===== src/rtl/uart_pkg.sv =====
// +----------------------------------------------------------------------------+
// | uart_pkg : shared parity modes, receiver states and status-field indices   |
// | Revision : 1.0                                                             |
// +----------------------------------------------------------------------------+
`default_nettype none

package uart_pkg;

  localparam int PARITY_NONE = 0;
  localparam int PARITY_ODD  = 1;
  localparam int PARITY_EVEN = 2;

  typedef enum logic [2:0] {
    ST_IDLE      = 3'd0,
    ST_START     = 3'd1,
    ST_DATA      = 3'd2,
    ST_PAR       = 3'd3,
    ST_STOP      = 3'd4,
    ST_WAIT_IDLE = 3'd5
  } state_e;

  // Status bits sit directly above the payload in each FIFO word.
  localparam int PERR   = 0;
  localparam int FERR   = 1;
  localparam int BRK    = 2;
  localparam int STAT_W = 3;

endpackage

`default_nettype wire


===== src/rtl/sync_fifo.sv =====
// +----------------------------------------------------------------------------+
// | sync_fifo : show-ahead single-clock FIFO; a write while full is accepted  |
// | only when a read happens in the same cycle.           Revision : 1.0      |
// +----------------------------------------------------------------------------+
`default_nettype none

module sync_fifo #(
  parameter int WIDTH = 8,
  parameter int DEPTH = 4
) (
  input  logic             clk,
  input  logic             rst_n,
  input  logic             wr_en,
  input  logic [WIDTH-1:0] wr_data,
  input  logic             rd_en,
  output logic [WIDTH-1:0] rd_data,
  output logic             full,
  output logic             empty
);

  localparam int PTR_W = $clog2(DEPTH);
  localparam int CNT_W = $clog2(DEPTH + 1);

  logic [WIDTH-1:0] mem_q [DEPTH];
  logic [WIDTH-1:0] mem_d [DEPTH];
  logic [PTR_W-1:0] wr_ptr_q, wr_ptr_d;
  logic [PTR_W-1:0] rd_ptr_q, rd_ptr_d;
  logic [CNT_W-1:0] count_q, count_d;
  logic             do_wr;
  logic             do_rd;

  assign empty   = (count_q == '0);
  assign full    = (count_q == CNT_W'(DEPTH));
  assign do_rd   = rd_en && !empty;
  assign do_wr   = wr_en && (!full || do_rd);
  assign rd_data = mem_q[rd_ptr_q];

  // Power-of-two depth lets the pointers wrap by plain overflow.
  always_comb begin
    mem_d    = mem_q;
    wr_ptr_d = wr_ptr_q;
    rd_ptr_d = rd_ptr_q;
    count_d  = count_q;
    if (do_wr) begin
      mem_d[wr_ptr_q] = wr_data;
      wr_ptr_d        = wr_ptr_q + PTR_W'(1);
    end
    if (do_rd) begin
      rd_ptr_d = rd_ptr_q + PTR_W'(1);
    end
    case ({do_wr, do_rd})
      2'b10:   count_d = count_q + CNT_W'(1);
      2'b01:   count_d = count_q - CNT_W'(1);
      default: count_d = count_q;
    endcase
  end

  always_ff @(posedge clk or negedge rst_n) begin
    if (!rst_n) begin
      for (int i = 0; i < DEPTH; i++) begin
        mem_q[i] <= '0;
      end
      wr_ptr_q <= '0;
      rd_ptr_q <= '0;
      count_q  <= '0;
    end else begin
      mem_q    <= mem_d;
      wr_ptr_q <= wr_ptr_d;
      rd_ptr_q <= rd_ptr_d;
      count_q  <= count_d;
    end
  end

endmodule

`default_nettype wire


===== src/rtl/uart_rx_fifo.sv =====
// +----------------------------------------------------------------------------+
// | uart_rx_fifo : UART receiver with 3-sample majority vote, per-word status |
// | and a valid/ready output FIFO with sticky overrun.    Revision : 1.0      |
// +----------------------------------------------------------------------------+
`default_nettype none

module uart_rx_fifo
  import uart_pkg::*;
#(
  parameter int CLKS_PER_BIT = 1250,
  parameter int DATA_BITS    = 8,
  parameter int PARITY       = 0,
  parameter int STOP_BITS    = 1,
  parameter int FIFO_DEPTH   = 4
) (
  input  logic                 clk,
  input  logic                 rst_n,
  input  logic                 rx,
  output logic                 m_valid,
  input  logic                 m_ready,
  output logic [DATA_BITS-1:0] m_data,
  output logic                 m_parity_err,
  output logic                 m_frame_err,
  output logic                 m_break,
  output logic                 overrun,
  input  logic                 overrun_clr,
  output logic                 busy
);

  localparam int CNT_W  = $clog2(CLKS_PER_BIT);
  localparam int BIT_W  = 4;
  localparam int WORD_W = DATA_BITS + STAT_W;

  localparam logic [CNT_W-1:0] CNT_HALF = CNT_W'(CLKS_PER_BIT / 2);
  localparam logic [CNT_W-1:0] CNT_S0   = CNT_W'(CLKS_PER_BIT - 3);
  localparam logic [CNT_W-1:0] CNT_S1   = CNT_W'(CLKS_PER_BIT - 2);
  localparam logic [CNT_W-1:0] CNT_LAST = CNT_W'(CLKS_PER_BIT - 1);
  localparam logic [BIT_W-1:0] DATA_END = BIT_W'(DATA_BITS - 1);
  localparam logic [BIT_W-1:0] STOP_END = BIT_W'(STOP_BITS - 1);
  localparam logic             PAR_ODD  = (PARITY == PARITY_ODD);

  logic                 sync1_q;
  logic                 rxs_q;
  state_e               state_q, state_d;
  logic [CNT_W-1:0]     cnt_q, cnt_d;
  logic [BIT_W-1:0]     bit_cnt_q, bit_cnt_d;
  logic                 s0_q, s0_d;
  logic                 s1_q, s1_d;
  logic [DATA_BITS-1:0] data_q, data_d;
  logic                 perr_q, perr_d;
  logic                 ferr_q, ferr_d;
  logic                 overrun_q, overrun_d;
  logic                 busy_q;

  logic                 bit_now;
  logic                 bit_last;
  logic                 ferr_now;
  logic                 brk_now;
  logic                 push;
  logic [WORD_W-1:0]    push_word;
  logic [WORD_W-1:0]    fifo_rd_data;
  logic [WORD_W-1:0]    head;
  logic                 fifo_full;
  logic                 fifo_empty;
  logic                 pop;

  // Third vote comes straight from rxs on the decision cycle.
  assign bit_now   = (s0_q & s1_q) | (s0_q & rxs_q) | (s1_q & rxs_q);
  assign bit_last  = (cnt_q == CNT_LAST);
  assign ferr_now  = ferr_q | ~bit_now;
  assign brk_now   = ferr_now && (data_q == '0);
  assign push_word = {brk_now, ferr_now, perr_q, data_q};

  always_comb begin
    state_d   = state_q;
    cnt_d     = cnt_q + CNT_W'(1);
    bit_cnt_d = bit_cnt_q;
    s0_d      = s0_q;
    s1_d      = s1_q;
    data_d    = data_q;
    perr_d    = perr_q;
    ferr_d    = ferr_q;
    push      = 1'b0;

    if (state_q == ST_DATA || state_q == ST_PAR || state_q == ST_STOP) begin
      if (cnt_q == CNT_S0) s0_d = rxs_q;
      if (cnt_q == CNT_S1) s1_d = rxs_q;
      if (bit_last) cnt_d = '0;
    end

    case (state_q)
      ST_IDLE: begin
        cnt_d     = '0;
        bit_cnt_d = '0;
        if (!rxs_q) begin
          state_d = ST_START;
          perr_d  = 1'b0;
          ferr_d  = 1'b0;
        end
      end
      ST_START: begin
        if (cnt_q == CNT_HALF) begin
          cnt_d   = '0;
          state_d = rxs_q ? ST_IDLE : ST_DATA;
        end
      end
      ST_DATA: begin
        if (bit_last) begin
          data_d = {bit_now, data_q[DATA_BITS-1:1]};
          if (bit_cnt_q == DATA_END) begin
            bit_cnt_d = '0;
            state_d   = (PARITY != PARITY_NONE) ? ST_PAR : ST_STOP;
          end else begin
            bit_cnt_d = bit_cnt_q + BIT_W'(1);
          end
        end
      end
      ST_PAR: begin
        if (bit_last) begin
          perr_d  = (bit_now != ((^data_q) ^ PAR_ODD));
          state_d = ST_STOP;
        end
      end
      ST_STOP: begin
        if (bit_last) begin
          ferr_d = ferr_now;
          if (bit_cnt_q == STOP_END) begin
            push      = 1'b1;
            bit_cnt_d = '0;
            state_d   = ferr_now ? ST_WAIT_IDLE : ST_IDLE;
          end else begin
            bit_cnt_d = bit_cnt_q + BIT_W'(1);
          end
        end
      end
      ST_WAIT_IDLE: begin
        cnt_d = '0;
        if (rxs_q) state_d = ST_IDLE;
      end
      default: begin
        cnt_d   = '0;
        state_d = ST_IDLE;
      end
    endcase
  end

  assign pop = !fifo_empty && m_ready;

  // A drop only happens when no pop frees a slot in the same cycle; set beats clear.
  always_comb begin
    overrun_d = overrun_q;
    if (overrun_clr) overrun_d = 1'b0;
    if (push && fifo_full && !pop) overrun_d = 1'b1;
  end

  always_ff @(posedge clk or negedge rst_n) begin
    if (!rst_n) begin
      sync1_q   <= 1'b1;
      rxs_q     <= 1'b1;
      state_q   <= ST_IDLE;
      cnt_q     <= '0;
      bit_cnt_q <= '0;
      s0_q      <= 1'b0;
      s1_q      <= 1'b0;
      data_q    <= '0;
      perr_q    <= 1'b0;
      ferr_q    <= 1'b0;
      overrun_q <= 1'b0;
      busy_q    <= 1'b0;
    end else begin
      sync1_q   <= rx;
      rxs_q     <= sync1_q;
      state_q   <= state_d;
      cnt_q     <= cnt_d;
      bit_cnt_q <= bit_cnt_d;
      s0_q      <= s0_d;
      s1_q      <= s1_d;
      data_q    <= data_d;
      perr_q    <= perr_d;
      ferr_q    <= ferr_d;
      overrun_q <= overrun_d;
      busy_q    <= (state_d != ST_IDLE);
    end
  end

  sync_fifo #(
    .WIDTH (WORD_W),
    .DEPTH (FIFO_DEPTH)
  ) u_fifo (
    .clk     (clk),
    .rst_n   (rst_n),
    .wr_en   (push),
    .wr_data (push_word),
    .rd_en   (m_ready),
    .rd_data (fifo_rd_data),
    .full    (fifo_full),
    .empty   (fifo_empty)
  );

  assign head         = fifo_empty ? '0 : fifo_rd_data;
  assign m_valid      = !fifo_empty;
  assign m_data       = head[DATA_BITS-1:0];
  assign m_parity_err = head[DATA_BITS + PERR];
  assign m_frame_err  = head[DATA_BITS + FERR];
  assign m_break      = head[DATA_BITS + BRK];
  assign overrun      = overrun_q;
  assign busy         = busy_q;

endmodule

`default_nettype wire


===== config.mk =====
export PLATFORM = sky130hd
export DESIGN_NAME = uart_rx_fifo
export DESIGN_NICKNAME = d
export VERILOG_FILES = /design/src/rtl/uart_pkg.sv /design/src/rtl/sync_fifo.sv /design/src/rtl/uart_rx_fifo.sv
export SDC_FILE = /design/constraint.sdc
export NUM_CORES = 1
export LEC_CHECK = 0
export ABC_AREA = 1
export BUFFER_PORTS_ARGS = -buffer_cell sky130_fd_sc_hd__buf_2
export CORE_MARGIN = 4
export CORE_UTILIZATION = 55
export CTS_CLUSTER_DIAMETER = 60
export DETAILED_ROUTE_END_ITERATION = 7
export HOLD_SLACK_MARGIN = 0.15
export PLACE_DENSITY = 0.72
export SYNTH_ARGS = -nofsm -noshare
export SYNTH_HDL_FRONTEND = slang
export SYNTH_SLANG_ARGS = --single-unit

===== constraint.sdc =====
create_clock -name clk -period 4.27 [get_ports clk]
set_input_delay 0.854 -clock clk [delete_from_list [all_inputs] [get_ports clk]]
set_output_delay 0.854 -clock clk [all_outputs]
set_load 0.02 [all_outputs]

==> key figures <==
Run status
  – Outcome: finished clean

Timing
  – Minimum clock period: 2.874 ns
  – Final Setup Violations: 0
  – Worst slew margin: 30.00%
  – Final hold vios: 0
  – Worst Tran Pin Value: 1.050 ns
  – Setup TNS: 0 ns
  – Fmax: 0.3480 GHz
  – Fin crit share: 67.30%
  – Worst clock skew: 0.01538 ns
  – RSZ-0062 raised after global routing: false
  – Max Slew Vio Count: 0
  – Hold WS: 0.3604 ns

Logic synthesis
  – Post-synthesis register bit count: 85
  – Syn Inst Count: 507
  – Post-synthesis async set-or-reset flop share: 100.0%
  – Dominant cells by area after synthesis: dfrtp_1 (48%), nand2_1 (9.6%), nor2_1 (6.1%)
  – Top-area cell type share of the netlist area: 47.63%
  – Post-synth EDFFs: 0
  – Commonest register cell after synthesis: dfrtp_1
  – Largest area contributor in the netlist: dfrtp_1
  – Top-count cell post-synth: nand2_1
  – Cell variety after synth: 33
  – Seq/Total Area, Yosys: 48.84%
  – Netlist area before placement: 0.004360 mm2
  – Syn_area_per_cell: 8.600 um2
  – Mapped Nets: 527
  – Synth top cells by count: nand2_1 (112), dfrtp_1 (83), nor2_1 (71)
  – YS warnings: 0

Routing
  – WL per Instance: 13.30 um
  – DRC viols: 0
  – Post-Route WL: 8315 um
  – DRT Pass-1 Iters: 4
  – Post-route ant nets: 0
  – Drt first-iter violations: 184
  – Via density: 5.234
  – Routed vias: 3271

Worst setup path
  – Crit start category: register
  – CP Class: reg2out
  – Critical Path Slowest Stage Cell: dfrtp_1
  – Crit path DAT: 2.02 ns
  – Worst path depth: 5
  – Crit path launch: u_fifo.rd_ptr_q[1]$_DFFE_PN0P_
  – Setup slack, reg-to-reg: 1.89 ns
  – Slowest stage delay, CP: 0.64 ns
  – CP Cell Sequence: inv_1, nor2_1, o21ai_0, a21oi_1, buf_2
  – Delay-heaviest family, CP: flip-flops
  – CP Capture Type: output port
  – Req. time, crit path: 3.42 ns
  – Terminus of the critical flop-to-flop path: u_fifo.count_q[1]$_DFFE_PN0P_
  – WP buf/inv: 2
  – FF-to-FF Start: cnt_q[1]$_DFF_PN0_
  – Worst reg-to-reg path cell count: 10
  – Top fanout value on the critical path: 12

Clocking
  – CTS Sinks: 85
  – Clk slew on worst S/H paths: 0.09 ns
  – Post-CTS setup buffers: 0
  – CTS tree: built
  – Post-cts resize count: 0
  – CTS Root Cell: clkbuf_8
  – Hold_buf cts: 0
  – Clk_lat worst skew: 0.36 ns
  – CTS Buffer Depth: 2
  – CTS Buf Count: 9
  – H-Tree Level Count: 3

Min path
  – WHS Path Cells: 0
  – Hold Path Origin: sync1_q$_DFF_PN1_
  – HP Class: reg2reg
  – Hold-critical path endpoint: rxs_q$_DFF_PN1_

Place
  – Placed cell area: 0.004446 mm2
  – Placed Instances: 609
  – Global placement routability congestion: 0.8642
  – Input/output buffers: 18
  – Dpl hpwl: 5587 um

Cells and area
  – Post-route cell area: 0.004663 mm2
  – Area grow syn2layout: 6.944%
  – Layout Cells excl Fill: 625
  – Nets: 538
  – N_diodes: 0
  – Share of cells above drive strength 1: 13.19%

Die
  – Cell Rows: 32
  – Die width: 97.04 um
  – Initial core utilization: 56.43%
  – Die H: 97.04 um
  – Full die area: 0.009417 mm2
  – Total core area: 0.007727 mm2
  – I/O pins: 19

Power
  – Maximum VDD drop: 0.0002160 V
  – PD cells: 440.1 mW/mm2
  – Lkg Pwr: 2.245 nW

GRT
  – Initial antenna violation count: 0
  – Global-route wire length before repair: 14350 um
  – Grt ovf: 0
  – Largest net degree at the start of global routing: 86
  – Vias in the first global route: 3218
  – Total track usage: 18.45%

Run
  – Max-cap check violation count: 0
-- layout make-up --
cell class,instances,area [um2]
clock buffer,9,123.9
timing repair buffer,19,100.1
tap,102,127.6
sequential,85,2130
inverter,48,185.2
multi-input combinational,355,1903
clock inverter,7,93.84
fill,676,3064
-- kinds of logic (layout without fill, tap and decap cells) --
| family | after synthesis | in the layout | share of synthesized area (%) |
|---|---|---|---|
| xor gates and xnor gates | 10 | 10 | 2.009 |
| and+or+nand+nor | 225 | 225 | 23.82 |
| DFF | 85 | 85 | 48.84 |
| AOI/OAI and AO/OA | 105 | 105 | 13.34 |
| adders and majority gates | 15 | 15 | 4.476 |
| buffers and inverters | 67 | 83 | 7.518 |
-- worst register-to-register path: stages (launching register included) --
cell and delay, ns:
dfrtp_1 0.41, inv_1 0.09, ha_1 0.14, nor3b_4 0.36, nand3_4 0.16, clkinv_4 0.13, nand3_2 0.11, ha_1 0.22
inv_1 0.10, fa_1 0.42, o21ai_0 0.17
-- power breakdown --
part | switching, mW | internal [mW]
sequential | 0.0363 | 0.831
clock | 0.328 | 0.287
combinational | 0.388 | 0.182
total | 0.752 | 1.30
-- placed cells by master, fill, tap and decap left out, types with 2 or more instances in the layout --
cell type / synthesis / final
o21ai_1: 32 / 32
o21ai_0: 39 / 39
xnor2_1: 4 / 4
nand2_1: 112 / 112
dfrtp_1: 83 / 83
nor2_1: 71 / 71
nor3_1: 6 / 6
nand4_1: 4 / 4
o21ai_2: 14 / 14
nor2_4: 2 / 2
nand3_1: 14 / 14
nand4_4: 4 / 4
inv_8: 0 / 2
dfstp_2: 2 / 2
nand3_4: 2 / 2
buf_4: 1 / 2
nand2_2: 2 / 2
clkinv_4: 1 / 2
a21oi_1: 18 / 18
or2_2: 2 / 2
clkbuf_8: 0 / 9
buf_2: 0 / 17
ha_1: 14 / 14
nand3_2: 2 / 2
inv_1: 45 / 45
xor2_1: 6 / 6
inv_2: 2 / 2
-- registers in the layout, summed over array words and instances, names as in the netlist --
signal,count
bit_cnt_q,4
busy,1
cnt_q,11
data_q,8
ferr_q,1
overrun,1
perr_q,1
rxs_q,1
s0_q,1
s1_q,1
state_q,3
sync1_q,1
u_fifo.count_q,3
u_fifo.mem_q,44
u_fifo.rd_ptr_q,2
u_fifo.wr_ptr_q,2
-- stage by stage --
step | total power, mW | setup slack, ns | util (%)
5_1_grt | 2.167 | 1.223 | 60.35
4_1_cts | 2.065 | 1.382 | 60.35
2_1_floorplan | 1.283 | 1.964 | -
6_report | 2.052 | 1.396 | 60.35
3_5_place_dp | 1.452 | 1.704 | 57.53
3_3_place_gp | 1.444 | 1.783 | 57.53
-- per-layer routing --
layer	up-vias	routed length [um]	track usage [%]
met3	13	230	2.812
met4	0	145	7.775
met2	53	4007	30.79
met5	-	0	0
met1	1539	3931	23.96
li1	1666	-	-
-- worst max-delay path by stage --
stage,end,slack [ns]
after global placement,u_fifo.count_q[2]$_DFFE_PN0P_,1.78
after CTS,m_parity_err,1.38
after detailed placement,u_fifo.count_q[2]$_DFFE_PN0P_,1.70
after floorplan,u_fifo.count_q[2]$_DFFE_PN0P_,1.96
final,m_data[7],1.40
after global routing,m_parity_err,1.22
Note: power is estimated with default switching activity, not from simulation.
